## src/rtl/phase_shift_gen.sv

```systemverilog
`default_nettype none
// ============================================================================
// Module   : phase_shift_gen
// Brief    : Pair of square waves (period 2H) with out_b delayed P cycles from
//            out_a; double-buffered config applied at idle or at period wrap.
// Revision : 1.0 - initial release
// ============================================================================
module phase_shift_gen #(
    parameter int CNT_W = 24
) (
    input  logic             clk,
    input  logic             rst_n,
    input  logic             en,
    input  logic             cfg_valid,
    output logic             cfg_ready,
    input  logic [CNT_W-1:0] cfg_half,
    input  logic [CNT_W-1:0] cfg_phase,
    output logic             cfg_err,
    output logic             out_a,
    output logic             out_b,
    output logic             lead,
    output logic             period_stb
);

    localparam logic [CNT_W:0] c_one = {{CNT_W{1'b0}}, 1'b1};

    typedef enum logic [0:0] {
        S_IDLE = 1'b0,
        S_RUN  = 1'b1
    } state_t;

    state_t           r_state;
    state_t           w_state_nxt;
    logic [CNT_W:0]   r_cnt;
    logic [CNT_W:0]   w_cnt_nxt;
    logic             r_out_a;
    logic             r_out_b;
    logic             r_stb;
    logic             w_out_a_nxt;
    logic             w_out_b_nxt;
    logic             w_stb_nxt;
    logic             w_load;

    logic [CNT_W-1:0] r_act_h;
    logic [CNT_W-1:0] r_act_p;
    logic [CNT_W-1:0] r_pend_h;
    logic [CNT_W-1:0] r_pend_p;
    logic             r_pend_v;
    logic             r_cfg_err;
    logic             r_lead;

    logic             w_accept;
    logic             w_cfg_ok;
    logic [CNT_W:0]   w_cfg_two_h;
    logic [CNT_W:0]   w_act_h_x;
    logic [CNT_W:0]   w_act_p_x;
    logic [CNT_W:0]   w_two_h;
    logic             w_last;
    logic [CNT_W:0]   w_pos;

    assign w_accept    = cfg_valid & ~r_pend_v;
    assign w_cfg_two_h = {cfg_half, 1'b0};
    // Top bit of H set means 2H does not fit in CNT_W bits.
    assign w_cfg_ok    = (cfg_half != '0) && !cfg_half[CNT_W-1]
                         && ({1'b0, cfg_phase} < w_cfg_two_h);

    assign w_act_h_x = {1'b0, r_act_h};
    assign w_act_p_x = {1'b0, r_act_p};
    assign w_two_h   = {r_act_h, 1'b0};
    assign w_last    = (r_cnt == (w_two_h - c_one));
    // Position of cnt within out_b's own period, i.e. (cnt - P) mod 2H.
    assign w_pos     = (r_cnt >= w_act_p_x) ? (r_cnt - w_act_p_x)
                                            : (r_cnt + w_two_h - w_act_p_x);

    always_ff @(posedge clk or negedge rst_n) begin
        if (!rst_n) begin
            r_state <= S_IDLE;
            r_cnt   <= '0;
            r_out_a <= 1'b0;
            r_out_b <= 1'b0;
            r_stb   <= 1'b0;
        end else begin
            r_state <= w_state_nxt;
            r_cnt   <= w_cnt_nxt;
            r_out_a <= w_out_a_nxt;
            r_out_b <= w_out_b_nxt;
            r_stb   <= w_stb_nxt;
        end
    end

    always_comb begin
        w_state_nxt = r_state;
        w_cnt_nxt   = '0;
        w_out_a_nxt = 1'b0;
        w_out_b_nxt = 1'b0;
        w_stb_nxt   = 1'b0;
        w_load      = 1'b0;
        case (r_state)
            S_IDLE: begin
                w_load = r_pend_v;
                if (en && (r_act_h != '0)) begin
                    w_state_nxt = S_RUN;
                end
            end
            S_RUN: begin
                if (!en) begin
                    w_state_nxt = S_IDLE;
                end else begin
                    w_out_a_nxt = (r_cnt < w_act_h_x);
                    w_out_b_nxt = (w_pos < w_act_h_x);
                    if (w_last) begin
                        w_stb_nxt = 1'b1;
                        w_load    = r_pend_v;
                    end else begin
                        w_cnt_nxt = r_cnt + c_one;
                    end
                end
            end
            default: w_state_nxt = S_IDLE;
        endcase
    end

    // A load and an accept can never coincide: load needs pend_v=1, accept needs 0.
    always_ff @(posedge clk or negedge rst_n) begin
        if (!rst_n) begin
            r_act_h   <= '0;
            r_act_p   <= '0;
            r_pend_h  <= '0;
            r_pend_p  <= '0;
            r_pend_v  <= 1'b0;
            r_cfg_err <= 1'b0;
            r_lead    <= 1'b0;
        end else begin
            r_cfg_err <= w_accept & ~w_cfg_ok;
            if (w_load) begin
                r_act_h  <= r_pend_h;
                r_act_p  <= r_pend_p;
                r_lead   <= (r_pend_p < r_pend_h);
                r_pend_v <= 1'b0;
            end else if (w_accept && w_cfg_ok) begin
                r_pend_h <= cfg_half;
                r_pend_p <= cfg_phase;
                r_pend_v <= 1'b1;
            end
        end
    end

    assign cfg_ready  = ~r_pend_v;
    assign cfg_err    = r_cfg_err;
    assign out_a      = r_out_a;
    assign out_b      = r_out_b;
    assign lead       = r_lead;
    assign period_stb = r_stb;

endmodule
`default_nettype wire

```

## config.mk

```make
export PLATFORM = sky130hd
export DESIGN_NAME = phase_shift_gen
export DESIGN_NICKNAME = d
export VERILOG_FILES = /design/src/rtl/phase_shift_gen.sv
export SDC_FILE = /design/constraint.sdc
export NUM_CORES = 1
export LEC_CHECK = 0
export ABC_AREA = 1
export BUFFER_PORTS_ARGS = -buffer_cell sky130_fd_sc_hd__buf_2
export CAP_MARGIN = 40
export CORE_MARGIN = 2
export CORE_UTILIZATION = 35
export DETAILED_ROUTE_END_ITERATION = 6
export SYNTH_ARGS = -nofsm -noshare
export SYNTH_HDL_FRONTEND = slang
export SYNTH_SLANG_ARGS = --single-unit
```

## constraint.sdc

```tcl
create_clock -name clk -period 4.7 [get_ports clk]
set_input_delay 0.235 -clock clk [delete_from_list [all_inputs] [get_ports clk]]
set_output_delay 0.235 -clock clk [all_outputs]
set_load 0.01 [all_outputs]
```

Word level (Yosys, flattened, before mapping)
Cells that the tools add are included.
- add/sub/neg operators: 5
- multiply operators: 0
- div/mod/pow operators: 0
- magnitude comparators: 5
- equal/unequal tests: 1
- shifts and indexed selects: 0
- multiplexer cells: 19
- bitwise gates (word level): 6
- reductions and logical operators: 9
- operators by type and width (cell ; number):
    $mux 25 ; 4
    $lt 25x24->1 ; 2
    $sub 25x24->25 ; 2
    $reduce_bool 24->1 ; 2
    $add 25x1->25 const B ; 1
    $add 25x25->25 ; 1
    $eq 25x25->1 ; 1
    $ge 25x24->1 ; 1
    $lt 24x25->1 ; 1
    $sub 25x1->25 const B ; 1
    $lt 24x24->1 ; 1
    $mux 1 ; 13
    $logic_and 1x1->1 ; 4
    $not 1->1 ; 4
    $pmux 1 s2 ; 2
    $and 1x1->1 ; 2
    $reduce_and 2->1 ; 1
    $reduce_bool 2->1 ; 1
    $logic_not 1->1 ; 1
- register bits: 128
- latch bits: 0
- memory bits (writable): 0
- memory bits (read-only): 0
- memories kept: 0

Depth between registers and ports, before layout
- depth after elaboration: 7
- mapped depth: 27

Worst setup path after synthesis
No wires, ideal clock.
- path kind: flip-flop to flip-flop
- start point: reg r_cnt[1]
- end point: reg r_out_b, in the netlist out_b
- library setup time: 0.119 ns
- arrival: 3.617 ns
- data required time: 4.581 ns
- path slack: 0.964 ns
- cell stages (with the launch flop): 26
- buffers on the path: 0
- path through: dfrtp_1 inv_1 fa_1 inv_1 ha_1 inv_1 fa_1 o21ai_0 nand3_1 nand2_1 a21oi_1 xnor2_1 o21ai_0 inv_1 ha_1 nand2_1 inv_1 nand3_1 nor3_1 nand2_1 nand2_1 nand2_1 nand2_1 nand3_1 a21oi_1 nor2_1
- word-level cells in the longest chain between the ends: 6
- ends and longest elaborated chain (element ; line ; text):
    from (decl) ; 34 ; logic [CNT_W:0] r_cnt;
    from (signal assigned) ; 84 ; r_cnt <= w_cnt_nxt;
    $add 25x25->25 ; 73 ; : (r_cnt + w_two_h - w_act_p_x);
    $sub 25x24->25 ; 73 ;
    $mux 25 * ; 72 ; assign w_pos = (r_cnt >= w_act_p_x) ? (r_cnt - w_act_p_x)
    $lt 25x24->1 * ; 110 ; w_out_b_nxt = (w_pos < w_act_h_x);
    $mux 1 * ; 106 ; if (!en) begin
    $mux 1 * ; 98 ; case (r_state)
    named net w_out_b_nxt ; 40 ; logic w_out_b_nxt;
    to (signal assigned) ; 86 ; r_out_b <= w_out_b_nxt;
    to (decl) ; 37 ; logic r_out_b;
The timed path passes the listed nets; every way through them passes the cells marked *.
A chain may end at the register's enable or synchronous reset.

Worst setup path after layout
Ends and elaborated chain as after synthesis.

==> summary.txt <==
endpoints failing setup -> 0
initial antenna violation count -> 0
RSZ-0062 raised after global routing -> false
final hold viol count -> 0
Setup TNS -> 0 ns
Max clock buf depth -> 2
Detail Placement HPWL -> 27100 microns
Root Buffer -> clkbuf_16
Vias -> 11102
vias in the first global route -> 11066
Slew headroom -> 44.4%
PortBufs -> 57
Sequential Power Share -> 19.2%
WL final -> 32900 microns
synthesis-to-layout area growth -> 11.4%
fin crit period -> 4.25 ns
Die Wd -> 189 microns
# rows -> 67
Post-Synthesis Cells -> 1715
Tot Pwr -> 10.5 mW
final-stage net count -> 1985
DRC -> 0
ys flop type -> dfrtp_1
GPL Wtd Cong -> 0.951
Max Freq -> 235 MHz
pin count of the biggest net entering global routing -> 90
Levels on crit path -> 25
CP bufs+invs -> 5
CP arrival -> 4.57 ns
EDFF count, synth -> 0
TritonCTS Buffers -> 17
layout cell share with drive strength beyond 1 -> 6.46%
post-route ant nets -> 0
switching power total -> 5.56 mW
Worst R2R Setup Slack -> 0.45 ns
CORE AREA -> 33500 sq um
Pleak -> 7.05 nW
CTS Sinks -> 128
CP top delay family -> adder cells
Critical Path Sink Type -> flip-flop
outcome -> finished clean
Synth top area share -> 26.8%
GR Overflow Total -> 0
Slew Viols, Final -> 0
Die H -> 189 microns
drt pass-1 iters -> 5
Worst-path clk slew -> 0.06 ns
switching share of power -> 52.8%
first-pass GRT wire length -> 54700 microns
Critical R2R Capture -> out_b$_DFF_PN0_
total track usage -> 19.0%
DR WL/cell -> 14.8 microns
P_int -> 4.97 mW
WHS Endpoint -> r_pend_p[0]$_DFFE_PN0P_
most common cell in the netlist -> nand2_1
Post-Syn Area per Cell -> 6.96 sq um
Starting Density -> 35.6%
Post-Syn Nets -> 1933
CP peak stage delay -> 0.51 ns
warnings from Yosys -> 0
Synth area leader -> dfrtp_1
R2R depth -> 25
async set or reset register ratio after synthesis -> 100%
1st-iter DRT viols -> 574
Synth top cells by count -> nand2_1, inv_1, ha_1, dfrtp_1, nand3_1
Vias per Instance -> 4.99
CP Launch Type -> flip-flop
sequential element share of the synthesized area -> 26.8%
worst skew pair latency -> 0.43 ns
#FFs+latches synth -> 128
clock power share -> 11.6%
Critical Path RT -> 5.02 ns
CP Class -> flip-flop to flip-flop
Worst path slowest cell -> dfrtp_1
synthesized cell area -> 11900 sq um
Hold Startpoint -> cfg_phase[0]
fin crit share -> 90.4%
clk_skew -> 0.00714 ns
htree depth -> 4
Worst-Margin Slew -> 0.835 ns
VDD IR max -> 0.000240 V
logic gate share of total power -> 69.2%
number of I/O pins -> 58
Critical Path Most Common Cell -> nand2_1
WHS Path Cells -> 3
reg2reg start -> r_cnt[1]$_DFF_PN0_
die area -> 35600 sq um
setup repair bufs after CTS -> 0
FILL cells -> 3641
Cell variety after synth -> 39
pwr/cell area -> 793 nW/um^2
Hold Crit Class -> input port to flip-flop
# diodes -> 0
Max-Cap Viols -> 0
maximum fanout along the worst path -> 7
ranking of synthesized cells by area -> dfrtp_1, nand2_1, ha_1, inv_1, nand3_1
CTS tree -> built
[layout by cell type, fill, tap and decap left out, types with 3 or more instances in the layout]
master,netlist,layout
dfrtp_1,128,128
o21bai_1,11,11
nor3b_1,3,3
o21ai_0,91,89
o211ai_1,6,6
nor2_4,2,3
clkinv_2,0,6
ha_1,141,141
inv_1,284,284
nand2_2,3,3
xnor2_1,23,23
nor2_2,7,7
a21o_1,7,7
o21ai_1,1,3
nor4_1,8,8
a31oi_1,10,10
nand3_1,126,126
o21a_1,3,3
nand4_1,31,31
a211oi_1,5,5
nor3_1,24,24
fa_1,25,25
nor2_1,117,116
clkbuf_16,0,17
xor2_1,41,41
buf_2,11,56
a21oi_1,93,93
nand2_1,476,476
clkinv_4,0,3
buf_4,1,7
[routing by layer]
metal | track usage [%] | vias to the layer above | share of wire, %
met5 | 0 | - | 0
met4 | 7.66 | 0 | 3.5
met3 | 2.03 | 54 | 3.8
met2 | 31.6 | 264 | 45
met1 | 25.3 | 5143 | 47
li1 | - | 5641 | -
[tightest hold or removal path, cell delays in order]
cell and delay [ns]:
buf_2 0.08, nand2_1 0.05, nand2_1 0.06
[cell type report]
cell class / instances / area (sq um) / share of cell area, %
inverters: 285 / 1070 / 8.05
flip-flops and latches: 128 / 3200 / 24.1
well taps: 448 / 561 / 4.22
repair buffers: 68 / 409 / 3.08
multi-input cells: 1267 / 7500 / 56.5
clock inverters: 14 / 119 / 0.894
clock buffers: 17 / 425 / 3.20
[flip-flops by register name, indices dropped and copies added, names as in the netlist, 24 cells and up]
signal	count
r_cnt	25
r_act_h	24
r_pend_p	24
r_act_p	24
r_pend_h	24
[metrics by stage]
step	instances	instance area (sq um)	hold slack (ns)	worst slack (ns)	util (%)
6_report	2227	13300	0.0278	0.453	39.6
5_1_grt	2227	13300	0.0221	0.0193	39.6
4_1_cts	2227	13300	0.0129	0.216	39.6
3_5_place_dp	2195	12700	0.370	0.253	38.0
3_3_place_gp	2193	12700	0.360	0.345	37.9
2_1_floorplan	1715	11900	-0.0606	0.964	-
[timing repair]
action                                  CTS  global route
endpoints found under the hold margin    88             0
endpoints found under the setup margin    0             1
gates resized for setup                   0             2
hold buffers                              1             0
[power groups by stage]
stage / clock network (mW) / registers [mW] / logic, mW
2_1_floorplan: 0 / 1.83 / 5.46
3_3_place_gp: 0 / 2.01 / 7.10
3_5_place_dp: 0 / 2.02 / 7.20
4_1_cts: 1.26 / 2.01 / 7.28
5_1_grt: 1.30 / 2.09 / 8.43
6_report: 1.22 / 2.02 / 7.29
[how the worst max path moves through the flow]
stage / from / end / slack [ns]
after global placement: r_cnt[2]$_DFF_PN0_ / out_b$_DFF_PN0_ / 0.34
after floorplan: r_cnt[1]$_DFF_PN0_ / out_b$_DFF_PN0_ / 0.96
after detailed placement: r_cnt[2]$_DFF_PN0_ / out_b$_DFF_PN0_ / 0.25
after global routing: r_act_h[2]$_DFFE_PN0P_ / out_b$_DFF_PN0_ / 0.02
final: r_cnt[1]$_DFF_PN0_ / out_b$_DFF_PN0_ / 0.45
after CTS: r_act_h[2]$_DFFE_PN0P_ / out_b$_DFF_PN0_ / 0.22
[cells by family after synthesis]
| logic type | synth area share, % |
|---|---|
| AOI/OAI and AO/OA | 10.7 |
| xor gates and xnor gates | 4.70 |
| adders and majority gates | 19.0 |
| buffers and inverters | 10.3 |
| DFF | 26.8 |
| muxes | 0.168 |
| and+or+nand+nor | 28.3 |
Note: power is estimated with default switching activity, not from simulation.
